<file path="config.mk">
export PLATFORM = sky130hd
export DESIGN_NAME = cube_scan_driver
export DESIGN_NICKNAME = d
export VERILOG_FILES = /design/src/rtl/cube_scan_driver.sv
export SDC_FILE = /design/constraint.sdc
export NUM_CORES = 2
export LEC_CHECK = 0
export CORE_ASPECT_RATIO = 1.5
export CORE_MARGIN = 3
export CORE_UTILIZATION = 55
export DETAILED_ROUTE_END_ITERATION = 8
export PLACE_DENSITY = 0.91
export SLEW_MARGIN = 30
export SYNTH_ARGS = -nofsm -noshare
export SYNTH_HDL_FRONTEND = slang
export SYNTH_SLANG_ARGS = --single-unit
</file>
<file path="constraint.sdc">
create_clock -name clk -period 3.75 [get_ports clk]
set_input_delay 0.75 -clock clk [delete_from_list [all_inputs] [get_ports clk]]
set_output_delay 0.75 -clock clk [all_outputs]
set_load 0.005 [all_outputs]
</file>
<file path="src/rtl/cube_scan_driver.sv">
// cube_scan_driver: display back-end for the 8x8x8 LED cube.
// Frames are captured into a shadow buffer. The shadow is copied into the active buffer only at
// the start of a scan (layer 0), so a frame is never shown half-old, half-new. Each layer's 64
// column bits are shifted MSB first into a 74HC595-style chain, latched, and then the matching
// one-hot layer drive is enabled.
//
// Ports:
//   clk, rst          system clock, synchronous active-high reset
//   frame_cube_flat   512-bit frame; layer L occupies bits [L*64 +: 64]
//   frame_valid       1-cycle capture strobe for frame_cube_flat
//   ser_data/ser_clk  serial column data and shift clock (chain samples on rising ser_clk)
//   ser_latch         storage-register latch pulse
//   ser_oe_n          active-low chain output enable (1 = blank)
//   layer_sel         one-hot active-high layer drive
//   frame_swapped     1-cycle pulse in the first cycle that shows a newly swapped frame
module cube_scan_driver #(
  parameter int unsigned SCK_DIV    = 4,
  parameter int unsigned LAYER_HOLD = 2000
) (
  input  logic         clk,
  input  logic         rst,
  input  logic [511:0] frame_cube_flat,
  input  logic         frame_valid,
  output logic         ser_data,
  output logic         ser_clk,
  output logic         ser_latch,
  output logic         ser_oe_n,
  output logic [7:0]   layer_sel,
  output logic         frame_swapped
);

  // One counter covers a whole bit period (low half then high half) and the latch window.
  localparam int unsigned SubW  = $clog2(2 * SCK_DIV);
  localparam int unsigned HoldW = (LAYER_HOLD > 1) ? $clog2(LAYER_HOLD) : 1;

  localparam logic [SubW-1:0]  SubLast   = SubW'(2 * SCK_DIV - 1);
  localparam logic [SubW-1:0]  SubHigh   = SubW'(SCK_DIV);
  localparam logic [SubW-1:0]  LatchLast = SubW'(SCK_DIV - 1);
  localparam logic [HoldW-1:0] HoldLast  = HoldW'(LAYER_HOLD - 1);

  typedef enum logic [1:0] {StIdle, StShift, StLatch, StHold} state_e;

  state_e             state_q, state_d;
  logic [SubW-1:0]    sub_q, sub_d;
  logic [5:0]         bit_q, bit_d;
  logic [HoldW-1:0]   hold_q, hold_d;
  logic [2:0]         layer_q, layer_d;
  logic [511:0]       active_q, shadow_q;
  logic               pending_q;
  logic [7:0]         layer_sel_q;
  logic               lit_q;
  logic               swapped_q;
  logic               swap;
  logic               latch_done;

  always_comb begin
    state_d    = state_q;
    sub_d      = sub_q;
    bit_d      = bit_q;
    hold_d     = hold_q;
    layer_d    = layer_q;
    swap       = 1'b0;
    latch_done = 1'b0;
    unique case (state_q)
      StIdle: begin
        if (pending_q) begin
          state_d = StShift;
          swap    = 1'b1;
          sub_d   = '0;
          bit_d   = '0;
        end
      end
      StShift: begin
        if (sub_q == SubLast) begin
          sub_d = '0;
          bit_d = bit_q + 6'd1;
          if (bit_q == 6'd63) begin
            state_d = StLatch;
          end
        end else begin
          sub_d = sub_q + 1'b1;
        end
      end
      StLatch: begin
        if (sub_q == LatchLast) begin
          sub_d      = '0;
          hold_d     = '0;
          state_d    = StHold;
          latch_done = 1'b1;
        end else begin
          sub_d = sub_q + 1'b1;
        end
      end
      StHold: begin
        if (hold_q == HoldLast) begin
          layer_d = layer_q + 3'd1;
          state_d = StShift;
          sub_d   = '0;
          bit_d   = '0;
          // Only a wrap back to layer 0 may pick up a new frame.
          swap    = pending_q && (layer_q == 3'd7);
        end else begin
          hold_d = hold_q + 1'b1;
        end
      end
      default: state_d = StIdle;
    endcase
  end

  always_ff @(posedge clk) begin
    if (rst) begin
      state_q     <= StIdle;
      sub_q       <= '0;
      bit_q       <= '0;
      hold_q      <= '0;
      layer_q     <= '0;
      active_q    <= '0;
      shadow_q    <= '0;
      pending_q   <= 1'b0;
      layer_sel_q <= '0;
      lit_q       <= 1'b0;
      swapped_q   <= 1'b0;
    end else begin
      state_q   <= state_d;
      sub_q     <= sub_d;
      bit_q     <= bit_d;
      hold_q    <= hold_d;
      layer_q   <= layer_d;
      swapped_q <= swap;
      if (frame_valid) begin
        shadow_q <= frame_cube_flat;
      end
      // Swap copies the pre-edge shadow; a same-cycle strobe stays pending for the next scan.
      if (swap) begin
        active_q <= shadow_q;
      end
      pending_q <= frame_valid | (pending_q & ~swap);
      if (latch_done) begin
        layer_sel_q <= 8'd1 << layer_q;
        lit_q       <= 1'b1;
      end
    end
  end

  // {layer, ~bit} indexes W[63 - bit] of the current layer word.
  assign ser_data      = (state_q == StShift) ? active_q[{layer_q, ~bit_q}] : 1'b0;
  assign ser_clk       = (state_q == StShift) && (sub_q >= SubHigh);
  assign ser_latch     = (state_q == StLatch);
  // Blank until the first layer has been latched, and during every latch window.
  assign ser_oe_n      = ~lit_q | (state_q == StLatch);
  assign layer_sel     = layer_sel_q;
  assign frame_swapped = swapped_q;

endmodule

</file>
* Word level (Yosys, flattened, before mapping)
Index checks and enable logic that the tools add are counted. W data, S select, Z words.
Storage, ports and cells: logic and storage cells 74, register bits after elaboration 1060, output and inout bits 13
Cells by class: add/sub/neg operators 4, magnitude comparators 2, bitwise operators 6, shifts and indexed selects 1, eq/ne operators 14, muxes and demuxes 26, reduce and logical (&&, ||, !) cells 10
Operators by type and width (count):
- $mux W11 | 2
- $pmux W11 S2 | 1
- $mux W6 | 3
- $pmux W6 S3 | 1
- $mux W3 | 4
- $pmux W3 S4 | 1
- $add A11 B1 Y11 const B | 1
- $eq A11 B11 Y1 const B | 1
- $lt A9 B10 Y1 const B | 1
- $mux W2 | 5
- $ne A2 B2 Y1 const B | 5
- $bmux W1 S9 | 1
- $pmux W2 S4 | 1
- $shl A1 B3 Y8 const A | 1
- $add A3 B1 Y3 const B | 2
- $add A6 B1 Y6 const B | 1
- $eq A3 B3 Y1 const B | 2
- $eq A6 B6 Y1 const B | 1
- $mux W1 | 6
- $not A6 Y6 | 1
- $reduce_and A5 Y1 | 1
- $eq A2 B2 Y1 const B | 2
- $reduce_and A2 Y1 | 2
- $reduce_and A4 Y1 | 1
- 13 further kinds | 16

* Depth between registers and ports, before layout
depth in word-level cells 7, depth in mapped cells 12

* Worst setup path after synthesis
Ideal clock, no wire load.
path kind reg-to-output, start point register bit_q[0], end point output port ser_data, data required time 3.000 ns, slack 0.852 ns, buffers on the path 2, data arrival time 2.148 ns, cell stages (with the launch flop) 10, cell sequence dfxtp_1 -> buf_6 -> buf_12 -> mux4_1 -> mux2_2 -> a221o_1 -> o211ai_2 -> o211ai_1 -> o21ai_1 -> o41ai_1
On the way: cells in the longest elaborated chain, start to end 4
RTL lines:
- start, declared | line 45 | logic [5:0] bit_q, bit_d;
- start signal, assigned | line 126 | bit_q <= bit_d;
- $not A6 Y6 | line 146 | assign ser_data = (state_q == StShift) ? active_q[{layer_q, ~bit_q}] : 1'b0;
- $bmux W1 S9 | line 146
- $mux W1 (implied by the code) | line 146
- $mux W1 | line 146
- end, declared | line 24 | output logic ser_data,
Every way passes these cells. The select of a mux whose other input is x is not followed.

* Final worst setup path
Ends and elaborated chain as after synthesis.

==> impl_metrics.env <==
export IMPL_final_cell_area_sq_um=51600
export IMPL_reg2regPathDepth=9
export IMPL_cpPeakStageDelay_ns=0.48
export IMPL_grt_pass1_wl_microns=194000
export IMPL_relSlewSlack_pct=39.2
export IMPL_synth_area_per_cell_sq_um=9.22
export IMPL_cts_sinks=1060
export IMPL_hp_start="active_q[467]"
export IMPL_placed_area_sq_um=47900
export IMPL_r2r_end="active_q[429]"
export IMPL_synth_top_cell_area_share_pct=51.4
export IMPL_path_clk_slew_ns=0.06
export IMPL_arrival_ns=3.44
export IMPL_gp_congestion=0.894
export IMPL_skew_ns=0.0239
export IMPL_layout_min_cycle_time_ns=4.19
export IMPL_initial_core_util_pct=55.8
export IMPL_die_w_microns=230
export IMPL_yosys_area_top_type="dfxtp_1"
export IMPL_dr_total_vias=34847
export IMPL_p_leak_nw=19.7
export IMPL_grt_setup_unrepaired="true"
export IMPL_status="finished, violations left"
export IMPL_ioPinCount=528
export IMPL_row_count=122
export IMPL_clockRootBuffer="clkbuf_16"
export IMPL_cts_buffer_depth=3
export IMPL_r2r_slack_ns=0.71
export IMPL_path_buf_inv=4
export IMPL_io_buffers=527
export IMPL_drv_cap=0
export IMPL_fin_crit_sh_pct=112
export IMPL_min_to="active_q[467]"
export IMPL_core_area_sq_um=74000
export IMPL_finalSetupViolCount=1
export IMPL_die_height_microns=342
export IMPL_htree_levels=3
export IMPL_tns_ns=-0.438
export IMPL_yosys_top_cells_area="dfxtp_1, mux2i_1, nand2_1"
export IMPL_tightest_slew_ns=0.911
export IMPL_fin_ws_ns=-0.438
export IMPL_grt_total_usage_pct=31.2
export IMPL_synth_seq_area_share_pct=51.4
export IMPL_holdCritPathClass="reg -> reg"
export IMPL_ys_types=61
export IMPL_async_flop_share_pct=0
export IMPL_synthToLayoutAreaGrowth_pct=24.9
export IMPL_cpLargestDelayFamily="compound AO/OA/AOI/OAI gates"
export IMPL_synth_nets=5014
export IMPL_drt_total_wl_microns=128000
export IMPL_antenna_found_initial=3
export IMPL_dieArea_sq_um=78500
export IMPL_yosysMostFrequentCell="nand2_1"
export IMPL_cts_buffers_inserted=93
export IMPL_hold_violations=0
export IMPL_grt_overflow=0
export IMPL_insertion_delay_ns=0.66
export IMPL_required_ns=3.00
export IMPL_dp_hpwl_microns=87300
export IMPL_first_global_vias=35411
export IMPL_nets=5453
export IMPL_r2r_start="state_q[0]"
export IMPL_routedWlPerCell_microns=21.3
export IMPL_crit_path_end_kind="output pin"
export IMPL_vdd_drop_max_uv=365
export IMPL_cp_start_kind="flip-flop"
export IMPL_final_antenna_net_count=0
export IMPL_cp_cell_sequence="buf_12 > buf_8 > mux4_2 > mux2_2 > a221o_1 > o211ai_2 > o211ai_1 > o21ai_1 > buf_4 > o41ai_4 > buf_2"
export IMPL_cp_slowest_cell="mux4_2"
export IMPL_grt_max_degree=120
export IMPL_synth_common_cells="nand2_1, dfxtp_1, mux2i_1"
export IMPL_drc=0
export IMPL_crit_fanout=4
export IMPL_fill_cells=4956
export IMPL_synth_area_sq_um=41300
export IMPL_drt_initial_drc_count=3336
export IMPL_synth_edf_count=0
export IMPL_violations="negative setup slack"
export IMPL_crit_type="reg -> out"
export IMPL_synthCells=4482
export IMPL_slew_violations=0
export IMPL_ys_warn_count=0
export IMPL_cts_tree="built"
export IMPL_ys_flop_type="dfxtp_1"
export IMPL_p_per_area_nw_per_um2=520
export IMPL_fmax_ghz=0.239
export IMPL_holdPathStages=2
export IMPL_synth_seq_cells=1060
export IMPL_drive_gt1_share_pct=9.01
export IMPL_first_pass_iters=9
export IMPL_post_place_ws_ns=-0.562
export IMPL_avgViaCountPerCell=5.82
[metal layers]
layer	track usage [%]	part of all wire (%)	wire length, microns
met1	35.6	37	47200
met2	54.2	49	62900
met3	4.70	6.7	8580
met4	20.9	7.0	8960
met5	0	0	0
[worst max-delay path by stage]
| stage | from | end | slack [ns] | cells after the start |
|---|---|---|---|---|
| detailed placement | bit_q[0] | ser_data | -0.56 | 11 |
| CTS | bit_q[0] | ser_data | -0.39 | 11 |
| floorplan | bit_q[0] | ser_data | 0.85 | 9 |
| finish | bit_q[0] | ser_data | -0.44 | 11 |
| global placement | bit_q[0] | ser_data | -0.56 | 10 |
| global route | bit_q[0] | ser_data | -0.51 | 10 |
[metrics by stage]
step           hold slack [ns]  util, %  cells  power (mW)
5_1_grt                  0.469     69.7   5990        27.7
3_3_place_gp             0.438     64.7   5802        16.7
6_report                 0.452     69.7   5990        26.8
2_1_floorplan            0.431        -   4482        15.2
4_1_cts                  0.454     69.5   5986        26.8
3_5_place_dp             0.444     64.7   5802        16.8
[cell families after synthesis]
| group | synth area share (%) |
|---|---|
| buffers and inverters | 3.99 |
| adder cells (fa/ha/maj) | 0.515 |
| flip-flops | 51.4 |
| XOR/XNOR | 0.191 |
| multiplexers | 19.5 |
| AND/OR/NAND/NOR | 15.6 |
| AO/OA/AOI/OAI | 8.84 |
[where the power goes]
group	internal [mW]	total, mW	switching, mW
clock network	5.72	10.1	4.35
registers	12.0	12.6	0.552
logic	1.66	4.18	2.52
total	19.4	26.8	7.43
[timing repair]
item | in CTS | in global routing
buffers inserted | 16 | 1
pin swaps | 19 | 7
gates cloned | 1 | 0
setup endpoints to repair | 1 | 1
gates resized for setup | 55 | 17
hold buffers | 0 | 0
[tightest hold or removal path, cell delays in order (launching register included)]
cell,delay (ns)
dfxtp_1,0.31
nand2_1,0.05
a21oi_1,0.05
[layout by cell type, fill, tap and decap left out, types with 7 or more instances in the layout]
master,instances
clkinv_2,11
clkbuf_1,16
buf_8,7
buf_12,42
a21oi_1,544
clkinv_4,10
a22oi_1,17
nor2_1,545
inv_1,8
xor2_1,7
mux2i_1,610
buf_6,7
a211o_1,10
clkbuf_8,18
o22ai_1,11
buf_4,108
o221ai_1,10
bufinv_16,8
nand3_1,15
clkbuf_16,98
a22o_1,8
nand4_1,7
clkdlybuf4s50_1,524
dfxtp_1,1056
nand2_1,1064
ha_1,17
mux4_2,76
[layout make-up]
type                    count  area, sq um  area share (%)
well taps                 992         1240            2.41
flip-flops and latches   1060        21200            41.2
repair buffers            691         7140            13.8
inverters                  11         41.3          0.0801
multi-input cells        3064        18700            36.3
clock buffers             132         2760            5.35
clock inverters            37          457           0.885
diodes                      3         7.51          0.0146
[sequential cells by signal (all words and copies together) (netlist names)]
signal / cells
state_q: 2
shadow_q: 512
layer_sel: 8
sub_q: 3
frame_swapped: 1
hold_q: 11
lit_q: 1
bit_q: 6
active_q: 512
layer_q: 3
pending_q: 1
Power figures use the tool's default switching activity.
